<file path="src/rtl/mips_pkg.sv">
// mips_pkg: shared definitions for the EX-stage multiply/divide unit.
//   - MD_* operation encodings carried on the 3-bit op bus from ID/EX
//   - md_state_t: iterative unit FSM states
//   - MD_ITER: number of iteration cycles for the 32-bit datapath
//   - md_abs32: two's-complement magnitude helper used at operand capture
package mips_pkg;

    localparam logic [2:0] MD_MULT  = 3'd0;
    localparam logic [2:0] MD_MULTU = 3'd1;
    localparam logic [2:0] MD_DIV   = 3'd2;
    localparam logic [2:0] MD_DIVU  = 3'd3;
    localparam logic [2:0] MD_MTHI  = 3'd4;
    localparam logic [2:0] MD_MTLO  = 3'd5;

    localparam int MD_ITER = 32;

    typedef enum logic [1:0] {
        IDLE  = 2'd0,
        CALC  = 2'd1,
        FIXUP = 2'd2
    } md_state_t;

    // Magnitude of a signed 32-bit value; 0x80000000 maps onto itself,
    // which is exactly the unsigned magnitude the datapath needs.
    function automatic logic [31:0] md_abs32(input logic [31:0] v);
        return v[31] ? (~v + 32'd1) : v;
    endfunction

endpackage

</file>
<file path="src/rtl/md_iter_step.sv">
// md_iter_step: one combinational iteration of the multiply/divide datapath.
// Optional feature macro: MULDIV_DIV_EN (restoring-divide step present).
// Ports:
//   acc_i   [63:0]  partial value. Multiply: {partial product, multiplier}.
//                   Divide: {partial remainder, dividend/quotient shift}.
//   opnd_i  [31:0]  multiplicand (multiply) or divisor magnitude (divide)
//   mode_i          0 = shift-add multiply step, 1 = restoring divide step
//   acc_o   [63:0]  next partial value
//   q_bit_o         quotient bit produced by a divide step (0 for multiply)
import mips_pkg::*;

module md_iter_step (
    input  logic [63:0] acc_i,
    input  logic [31:0] opnd_i,
    input  logic        mode_i,
    output logic [63:0] acc_o,
    output logic        q_bit_o
);

    // Multiply: LSB-first shift-add. The 33-bit sum keeps the carry, which
    // is shifted into bit 63 so nothing of the 64-bit product is lost.
    logic [32:0] mul_sum;
    logic [63:0] mul_next;

    assign mul_sum  = {1'b0, acc_i[63:32]} + (acc_i[0] ? {1'b0, opnd_i} : 33'd0);
    assign mul_next = {mul_sum, acc_i[31:1]};

`ifdef MULDIV_DIV_EN
    // Divide: shift the next dividend bit into the remainder, trial-subtract
    // the divisor, keep the difference only when it did not go negative.
    logic [32:0] rem_sh;
    logic [33:0] diff;
    logic        ge;
    logic [63:0] div_next;
    logic        div_bits_unused;

    assign rem_sh   = {acc_i[63:32], acc_i[31]};
    assign diff     = {1'b0, rem_sh} - {2'b00, opnd_i};
    assign ge       = ~diff[33];
    // When ge is set the difference is below the divisor, so 32 bits suffice.
    assign div_next = {(ge ? diff[31:0] : rem_sh[31:0]), acc_i[30:0], ge};
    assign div_bits_unused = diff[32] ^ rem_sh[32];

    always_comb begin
        acc_o   = mode_i ? div_next : mul_next;
        q_bit_o = mode_i & ge;
    end
`else
    logic mode_unused;
    assign mode_unused = mode_i;

    always_comb begin
        acc_o   = mul_next;
        q_bit_o = 1'b0;
    end
`endif

endmodule

</file>
<file path="src/rtl/ex_muldiv_unit.sv">
// ex_muldiv_unit: iterative MULT/MULTU/DIV/DIVU/MTHI/MTLO unit for the EX stage.
// Owns the architectural HI/LO registers. Mult/div take 33 busy cycles
// (32 CALC iterations + 1 FIXUP); MTHI/MTLO write in a single edge from IDLE.
// Optional feature macro: MULDIV_DIV_EN (divide support; without it op 2/3
// are ignored and div_by_zero is tied low).
// Ports:
//   clk          rising-edge clock
//   rst          asynchronous active-low reset
//   start        ID/EX holds a muldiv op (sampled on the edge)
//   op     [2:0] 0 MULT, 1 MULTU, 2 DIV, 3 DIVU, 4 MTHI, 5 MTLO, 6/7 ignored
//   rs_val [31:0] operand A / MTHI-MTLO data
//   rt_val [31:0] operand B
//   flush        abort in-flight op; also drops a same-cycle start
//   busy         op in progress (hazard unit stalls)
//   done         one-cycle pulse when a mult/div writes HI/LO
//   div_by_zero  one-cycle pulse with done for a divide by zero
//   hi, lo [31:0] HI/LO registers
import mips_pkg::*;

module ex_muldiv_unit #(
    parameter int ITER = MD_ITER
) (
    input  logic        clk,
    input  logic        rst,
    input  logic        start,
    input  logic [2:0]  op,
    input  logic [31:0] rs_val,
    input  logic [31:0] rt_val,
    input  logic        flush,
    output logic        busy,
    output logic        done,
    output logic        div_by_zero,
    output logic [31:0] hi,
    output logic [31:0] lo
);

    localparam int CNT_W = $clog2(ITER);
    localparam logic [CNT_W-1:0] CNT_LOAD = CNT_W'(ITER - 1);

    md_state_t        state_q, state_d;
    logic [CNT_W-1:0] cnt_q, cnt_d;
    logic [63:0]      acc_q, acc_d;
    logic [31:0]      opnd_q, opnd_d;
    logic             sign_a_q, sign_a_d;
    logic             sign_b_q, sign_b_d;
    logic [31:0]      hi_q, hi_d;
    logic [31:0]      lo_q, lo_d;
    logic             busy_q, busy_d;
    logic             done_q, done_d;

    logic [63:0]      step_acc;
    logic             step_q_bit_unused;
    logic             step_mode;

    logic             start_mul;
    logic             start_div;
    logic             accept;
    logic             signed_op;
    logic [31:0]      a_mag;
    logic [31:0]      b_mag;
    logic [63:0]      acc_neg;

`ifdef MULDIV_DIV_EN
    logic             mode_q, mode_d;
    logic             dbz_flag_q, dbz_flag_d;
    logic             dbz_q, dbz_d;

    assign start_div = start && !flush && (op == MD_DIV || op == MD_DIVU);
    assign step_mode = mode_q;
`else
    assign start_div = 1'b0;
    assign step_mode = 1'b0;
`endif

    assign start_mul = start && !flush && (op == MD_MULT || op == MD_MULTU);
    assign accept    = (state_q == IDLE) && (start_mul || start_div);
    assign acc_neg   = ~acc_q + 64'd1;

    md_iter_step u_step (
        .acc_i   (acc_q),
        .opnd_i  (opnd_q),
        .mode_i  (step_mode),
        .acc_o   (step_acc),
        .q_bit_o (step_q_bit_unused)
    );

    // ---------------- state register ----------------
    always_ff @(posedge clk or negedge rst) begin
        if (!rst) begin
            state_q  <= IDLE;
            cnt_q    <= '0;
            acc_q    <= '0;
            opnd_q   <= '0;
            sign_a_q <= 1'b0;
            sign_b_q <= 1'b0;
            hi_q     <= '0;
            lo_q     <= '0;
            busy_q   <= 1'b0;
            done_q   <= 1'b0;
`ifdef MULDIV_DIV_EN
            mode_q     <= 1'b0;
            dbz_flag_q <= 1'b0;
            dbz_q      <= 1'b0;
`endif
        end else begin
            state_q  <= state_d;
            cnt_q    <= cnt_d;
            acc_q    <= acc_d;
            opnd_q   <= opnd_d;
            sign_a_q <= sign_a_d;
            sign_b_q <= sign_b_d;
            hi_q     <= hi_d;
            lo_q     <= lo_d;
            busy_q   <= busy_d;
            done_q   <= done_d;
`ifdef MULDIV_DIV_EN
            mode_q     <= mode_d;
            dbz_flag_q <= dbz_flag_d;
            dbz_q      <= dbz_d;
`endif
        end
    end

    // ---------------- next-state logic ----------------
    always_comb begin
        state_d = state_q;
        case (state_q)
            IDLE:    if (accept) state_d = CALC;
            CALC: begin
                if (flush)            state_d = IDLE;
                else if (cnt_q == '0) state_d = FIXUP;
            end
            FIXUP:   state_d = IDLE;
            default: state_d = IDLE;
        endcase
    end

    // ---------------- datapath / output logic ----------------
    always_comb begin
        cnt_d     = cnt_q;
        acc_d     = acc_q;
        opnd_d    = opnd_q;
        sign_a_d  = sign_a_q;
        sign_b_d  = sign_b_q;
        hi_d      = hi_q;
        lo_d      = lo_q;
        done_d    = 1'b0;
        busy_d    = (state_d != IDLE);
        signed_op = (op == MD_MULT) || (op == MD_DIV);
        a_mag     = signed_op ? md_abs32(rs_val) : rs_val;
        b_mag     = signed_op ? md_abs32(rt_val) : rt_val;
`ifdef MULDIV_DIV_EN
        mode_d     = mode_q;
        dbz_flag_d = dbz_flag_q;
        dbz_d      = 1'b0;
`endif

        case (state_q)
            IDLE: begin
                if (start && !flush && op == MD_MTHI) hi_d = rs_val;
                if (start && !flush && op == MD_MTLO) lo_d = rs_val;
                if (accept) begin
                    cnt_d    = CNT_LOAD;
                    sign_a_d = signed_op & rs_val[31];
                    sign_b_d = signed_op & rt_val[31];
                    // Multiply keeps the multiplier in the low half and adds
                    // the multiplicand; divide shifts the dividend out of the
                    // low half while the quotient fills in behind it.
                    acc_d    = {32'd0, b_mag};
                    opnd_d   = a_mag;
`ifdef MULDIV_DIV_EN
                    mode_d     = start_div;
                    dbz_flag_d = start_div && (rt_val == 32'd0);
                    if (start_div) begin
                        acc_d  = {32'd0, a_mag};
                        opnd_d = b_mag;
                    end
`endif
                end
            end
            CALC: begin
                if (flush) begin
                    cnt_d = '0;
                end else begin
                    acc_d = step_acc;
                    cnt_d = cnt_q - 1'b1;
                end
            end
            FIXUP: begin
                if (!flush) begin
                    done_d = 1'b1;
                    {hi_d, lo_d} = (sign_a_q ^ sign_b_q) ? acc_neg : acc_q;
`ifdef MULDIV_DIV_EN
                    if (mode_q) begin
                        // Quotient sign follows sA^sB, remainder follows the dividend.
                        lo_d  = (sign_a_q ^ sign_b_q) ? (~acc_q[31:0] + 32'd1) : acc_q[31:0];
                        hi_d  = sign_a_q ? (~acc_q[63:32] + 32'd1) : acc_q[63:32];
                        dbz_d = dbz_flag_q;
                    end
`endif
                end
            end
            default: ;
        endcase
    end

    assign busy = busy_q;
    assign done = done_q;
    assign hi   = hi_q;
    assign lo   = lo_q;
`ifdef MULDIV_DIV_EN
    assign div_by_zero = dbz_q;
`else
    assign div_by_zero = 1'b0;
`endif

endmodule

</file>
<file path="config.mk">
export PLATFORM = sky130hd
export DESIGN_NAME = ex_muldiv_unit
export DESIGN_NICKNAME = d
export VERILOG_FILES = /design/src/rtl/mips_pkg.sv /design/src/rtl/md_iter_step.sv /design/src/rtl/ex_muldiv_unit.sv
export SDC_FILE = /design/constraint.sdc
export NUM_CORES = 1
export LEC_CHECK = 0
export CAP_MARGIN = 15
export CORE_ASPECT_RATIO = 1.5
export CORE_UTILIZATION = 46
export DETAILED_ROUTE_END_ITERATION = 8
export GPL_TIMING_DRIVEN = 0
export PLACE_DENSITY = 0.67
export SYNTH_ARGS = -nofsm -noshare
export SYNTH_HDL_FRONTEND = slang
export SYNTH_HIERARCHICAL = 1
export SYNTH_SLANG_ARGS = --single-unit
</file>
<file path="constraint.sdc">
create_clock -name clk -period 4.75 [get_ports clk]
set_clock_uncertainty 0.05 [all_clocks]
set_input_delay 1.425 -clock clk [delete_from_list [all_inputs] [get_ports clk]]
set_output_delay 1.425 -clock clk [all_outputs]
set_load 0.05 [all_outputs]
</file>
==> results by group, run 1 <==
Outcome
  • Status: finished clean

Worst setup path
  • Setup Crit Path Kind: input pin to flip-flop
  • Reg2reg start: acc_q[0]
  • R2R cell count: 9
  • CP Max Fanout: 10
  • Type of origin of the critical path: input pin
  • R2r endpoint: hi[28]
  • Critical Path RT: about 5000 ps
  • Reg2reg setup slack: between 900 and 1000 ps
  • Crit path capture type: flip-flop
  • WP data arrival: 4730 ps

Place
  • # placed instances: around 2000
  • Routability Congestion: between 1 and 1.5
  • HPWL after DPL: around 37 mm
  • Port bufs: around 140
  • Placed instance area: around 14000 um^2

Global route
  • Vias in the first global route: ~12000
  • First-pass GRT wire length: slightly above 70 mm
  • GR Util All Layers: 0.359
  • Gr ovfl total: 0
  • Largest net degree at the start of global routing: 98
  • Initial antenna violation count: 0

Final layout
  • Finished Layout Cells: ~2000
  • Layout cells sized above 1: 0.0659
  • Ant. Diodes: 0
  • Footprint of the multi-input gates: between 7000 and 8000 um^2
  • Filler Cells Inserted: approximately 2600
  • Seq. cell area: around 4300 um^2
  • Nets: about 1800
  • Area delta synth->final: 19.8%
  • Design area: about 15000 um^2

CTS
  • CTS sink cnt: ~170
  • Clock root cell: clkbuf_16
  • Clock slew at reported path FFs: ~60 ps
  • TritonCTS clock tree: yes
  • Hold-fix buffers, CTS: 0
  • Clock tree buffer depth: 2
  • CTS buffer count: 17
  • Post-CTS Resized: 0
  • Postcts setup bufs: 0
  • Worst-skew pair later-pin latency: between 400 and 500 ps
  • Htree depth: 4

Routing
  • Final wirelength: 47.4 mm
  • Post-route ant nets: 0
  • # DRC: 0
  • Initial DRT Pass Iterations: 5
  • Met2 wire len: 23.0 mm
  • M1 WL: roughly 17 mm
  • Metal3 WL: approximately 2.8 mm
  • Top sig layer: met4
  • DRT iter0 DRCs: between 1000 and 1500
  • DR WL/cell: approximately 24 um
  • DR vias/cell: around 6.2
  • Via count: 12300

Floorplanning
  • Ports: 138
  • Die Span X: 135 um
  • Die Ht: 201 um
  • Core area: ~26000 um^2
  • Die Area: about 27000 um^2
  • # rows: 72
  • Starting Density: 0.470

Yosys
  • Synth Instances: ~1500
  • Syn_nets: 1594
  • Cell Area, Synth: between 10000 and 15000 um^2
  • Mean Syn Cell Area: just over 8 um^2
  • Synth warn: 6

Timing
  • Hold Vio Cnt, Final: 0
  • Endpoints failing setup: 0
  • Hold WS: approximately 430 ps
  • Slew margin rel.: 0.196
  • RSZ-0062 raised after global routing: false
  • Max-slew violation count: 0
  • Fin Setup TNS: 0 ps
  • Fraction of the cycle the final worst path needs: 0.947
  • FMAX: 0.222 GHz
  • Pin slew with the least headroom to its limit: 1200 ps
  • Fin crit period: between 4000 and 5000 ps

Power and ir drop
  • Leakage Power: 0.00632 uW
  • Peak VDD IR: 0.295 mV
  • Pwr per Cell Area: 649 nW/um^2

Flow run
  • Max cap viols: 0

Min path
  • Hold Path Sink: opnd_q[28]
  • WHS Path Cells: 2
  • Hold Crit Class: flip-flop to flip-flop
  • Worst hold start: opnd_q[28]
-- power breakdown --
group	switching, uW	internal, uW	leakage [uW]	total, uW
registers	690	2030	0.00215	2720
logic	3300	1970	0.00388	5270
clock network	636	857	0.000294	1490
total	4620	4860	0.00632	9490
-- layer usage --
layer / track usage / vias to the layer above
li1: - / 5615
met1: 0.385 / 5885
met2: 0.605 / 609
met3: 0.0579 / 226
met4: 0.314 / 0
met5: 0 / -
-- through the flow --
stage / power, uW / worst slack [ps] / util
6_report: 9490 / 250 / 0.563
5_1_grt: 9980 / 225 / 0.563
4_1_cts: 9390 / 358 / 0.563
3_5_place_dp: 7880 / -96.6 / 0.540
3_3_place_gp: 7820 / -5170 / 0.539
2_1_floorplan: 6160 / 1520 / -
-- sequential cells by signal, indices dropped and copies added (netlist names) --
register	count
sign_a_q	1
state_q	2
busy	1
cnt_q	5
opnd_q	32
hi	32
done	1
lo	32
sign_b_q	1
acc_q	64
-- placed cells by master, fill, tap and decap left out, types with 25 or more instances in the layout --
| master | count |
|---|---|
| nand2_1 | 206 |
| dfrtp_1 | 171 |
| clkdlybuf4s50_1 | 135 |
| nor2_1 | 120 |
| o21ai_0 | 112 |
| a21oi_1 | 95 |
| xnor2_1 | 89 |
| clkbuf_1 | 70 |
| nand3_1 | 59 |
| xor2_1 | 52 |
| nor3_1 | 40 |
| and2_1 | 38 |
| ha_1 | 36 |
| buf_4 | 34 |
| a31oi_1 | 29 |
| inv_1 | 28 |
| a21o_1 | 25 |
-- how the worst max path moves through the flow --
stage / startpoint / cells past startpoint / slack (ps) / endpoint
after global placement: rst / 1 / -5170 / acc_q[61]
after detailed placement: op[2] / 7 / -100 / acc_q[22]
after floorplan: rt_val[21] / 6 / 1520 / acc_q[26]
after CTS: op[2] / 7 / 360 / acc_q[22]
after global routing: op[2] / 7 / 220 / acc_q[22]
final: op[2] / 7 / 250 / acc_q[22]
-- layout make-up --
cell class,count,share of cell area
Clock buffer,22,0.0318
Multi-Input combinational cell,1172,0.495
Sequential cell,171,0.293
Tap cell,333,0.0285
Buffer,115,0.0394
Clock inverter,10,0.00950
Inverter,28,0.00719
Timing Repair Buffer,137,0.0954
-- worst max-delay path, cell delays in order --
cell and delay (ps):
clkdlybuf4s50_1 600, nor2_1 80, o21ai_1 880, inv_1 300, nand2_1 490, clkbuf_1 710, o22ai_1 220
(Power assumes the default switching activity.)
==> inputs of run 2 (changes only) <==
--- a/config.mk
+++ b/config.mk
@@ -6,11 +6,15 @@
 export NUM_CORES = 1
 export LEC_CHECK = 0
 export CAP_MARGIN = 15
+export CELL_PAD_IN_SITES_DETAIL_PLACEMENT = 0
+export CELL_PAD_IN_SITES_GLOBAL_PLACEMENT = 2
 export CORE_ASPECT_RATIO = 1.5
-export CORE_UTILIZATION = 46
+export CORE_UTILIZATION = 38
+export CTS_BUF_LIST = sky130_fd_sc_hd__clkbuf_4
+export CTS_CLUSTER_DIAMETER = 120
 export DETAILED_ROUTE_END_ITERATION = 8
 export GPL_TIMING_DRIVEN = 0
-export PLACE_DENSITY = 0.67
+export PLACE_DENSITY_LB_ADDON = 0.1
 export SYNTH_ARGS = -nofsm -noshare
 export SYNTH_HDL_FRONTEND = slang
 export SYNTH_HIERARCHICAL = 1
==> results by group, run 2 (synthesis gave the netlist of run 1 again) <==
Outcome
  • Status: finished clean

Worst setup path
  • Crit path capture type: flip-flop
  • Setup Crit Path Kind: flip-flop to flip-flop
  • Critical Path RT: 5260 ps
  • Type of origin of the critical path: flip-flop
  • CP top delay family: compound AO/OA/AOI/OAI gates
  • Slowest Stage Delay on Critical Path: roughly 670 ps
  • WP data arrival: about 4400 ps
  • CP bufs+invs: 0
  • Slowest-stage cell, CP: dfrtp_1
  • Critical-path cell list: and2_1, ha_1, fa_1, a211o_1, a211oi_2, o31ai_2, a31oi_4, o211a_1, o21ai_1, a21o_1, nand3_1, nand2_1
  • CP Max Fanout: 9

Routing
  • Post-route ant nets: 0
  • DR vias/cell: roughly 5.8
  • Via count: around 12000
  • Final wirelength: roughly 50 mm
  • DR WL/cell: between 20 and 25 um
  • # DRC: 0
  • DRT iter0 DRCs: between 800 and 900
  • Initial DRT Pass Iterations: 5

Floorplanning
  • # rows: 80
  • Die Area: approximately 33000 um^2
  • Die Ht: between 200 and 250 um
  • Core area: ~32000 um^2
  • Die Span X: between 100 and 150 um
  • Ports: 138
  • Starting Density: 0.384

Power and ir drop
  • Leakage Power: between 0.006 and 0.007 uW
  • Net load switching power: approximately 4600 uW
  • Sequential power share: 0.305
  • Pwr per Cell Area: between 600 and 700 nW/um^2
  • Sw frac: 0.511
  • Clock share of power: 0.111
  • Comb pwr share: 0.584
  • Peak VDD IR: roughly 0.27 mV
  • Internal power: 4420 uW

Final layout
  • Commonest non-fill, non-tap cell in the layout: nand2_1
  • Finished Layout Cells: between 2000 and 2500
  • Most frequent cells in the layout: nand2_1, dfrtp_1, clkdlybuf4s50_1
  • Finished Core Util: 0.455
  • Layout cells sized above 1: 0.0671
  • Nets: around 1800
  • Top reg by flops: acc_q
  • Area delta synth->final: 18.4%
  • Max FFs per register: 64

CTS
  • Worst-skew pair later-pin latency: 670 ps
  • Postcts setup bufs: 0
  • Post-CTS Resized: 0
  • Clock tree buffer depth: 2
  • Clock root cell: clkbuf_4
  • Hold-fix buffers, CTS: 0
  • CTS buffer count: 17
  • CTS sink cnt: around 170
  • TritonCTS clock tree: yes
  • Htree depth: 4
  • Clock slew at reported path FFs: ~150 ps

Place
  • Routability Congestion: approximately 0.9
  • Port bufs: 136
  • # placed instances: between 2000 and 2500
  • HPWL after DPL: about 41 mm

Timing
  • Pin slew with the least headroom to its limit: slightly above 1000 ps
  • Endpoints failing setup: 0
  • Hold WS: approximately 440 ps
  • Fin crit period: a little under 4000 ps
  • Slew margin rel.: 0.312
  • RSZ-0062 raised after global routing: false
  • Fraction of the cycle the final worst path needs: 0.817
  • Max-slew violation count: 0
  • Hold Vio Cnt, Final: 0
  • FMAX: 0.258 GHz

Global route
  • Vias in the first global route: about 12000
  • Initial antenna violation count: 1
  • GR Util All Layers: 0.317
  • Gr ovfl total: 0
  • Largest net degree at the start of global routing: 100
  • First-pass GRT wire length: 75.1 mm

Flow run
  • Max cap viols: 0

Min path
  • Hold Crit Class: flip-flop to flip-flop
-- run 2: cell types whose count changed in the layout (fill, tap and decap cells not counted), sizes merged --
cell,change
clkbuf,-3
diode,+3
buf,+1
bufinv,+1
clkinv,+1
inv,-1
-- run 2: final timing paths --
path	startpoint	end	slack, ps	depth (start not counted)
worst max register to register	acc_q[0]	acc_q[63]	870	12
min in group asynchronous	rst	acc_q[60]	670	1
worst min-delay path	opnd_q[28]	opnd_q[28]	440	2
worst min register to register	opnd_q[28]	opnd_q[28]	440	2
worst max-delay path	acc_q[0]	acc_q[63]	870	12
max in group asynchronous	rst	hi[0]	2990	2
-- run 2: metal layers --
layer / global-route usage / vias up / wire length, um
met5: 0 / - / 0
met1: 0.344 / 5792 / 19000
met3: 0.0348 / 132 / 1770
li1: - / 5612 / -
met2: 0.584 / 382 / 27100
met4: 0.190 / 0 / 3250
-- run 2: final cells by class --
type	instances	area [um^2]
clock buffers	19	143
inverters	28	105
flip-flops and latches	171	4280
repair buffers	138	1410
well taps	410	513
multi-input cells	1172	7240
plain buffers	115	576
diodes	3	7.51
clock inverters	11	173
fillers	3283	17300
-- run 2: worst reg2reg max path: stages, from the launching register on --
cell and delay, ps:
dfrtp_1 670, and2_1 310, ha_1 210, fa_1 440
a211o_1 370, a211oi_2 380, o31ai_2 210, a31oi_4 290
o211a_1 190, o21ai_1 80, a21o_1 270, nand3_1 230
nand2_1 80
-- run 2: power groups by stage --
stage | Combinational (uW) | Sequential, uW | Clock, uW
2_1_floorplan | 2970 | 3180 | 0
3_3_place_gp | 5210 | 2780 | 0
3_5_place_dp | 5240 | 2790 | 0
4_1_cts | 5270 | 2750 | 1010
5_1_grt | 5680 | 2830 | 1070
6_report | 5290 | 2770 | 1000
-- run 2: stage by stage --
stage / cell area (um^2) / total power [uW] / setup TNS [ps] / worst slack (ps)
detailed placement: 14100 / 8020 / 0 / 174
global route: 14400 / 9580 / 0 / 761
CTS: 14400 / 9030 / 0 / 884
global placement: 14100 / 7980 / -953270 / -5530
floorplan: 12200 / 6160 / 0 / 1520
finish: 14400 / 9050 / 0 / 869
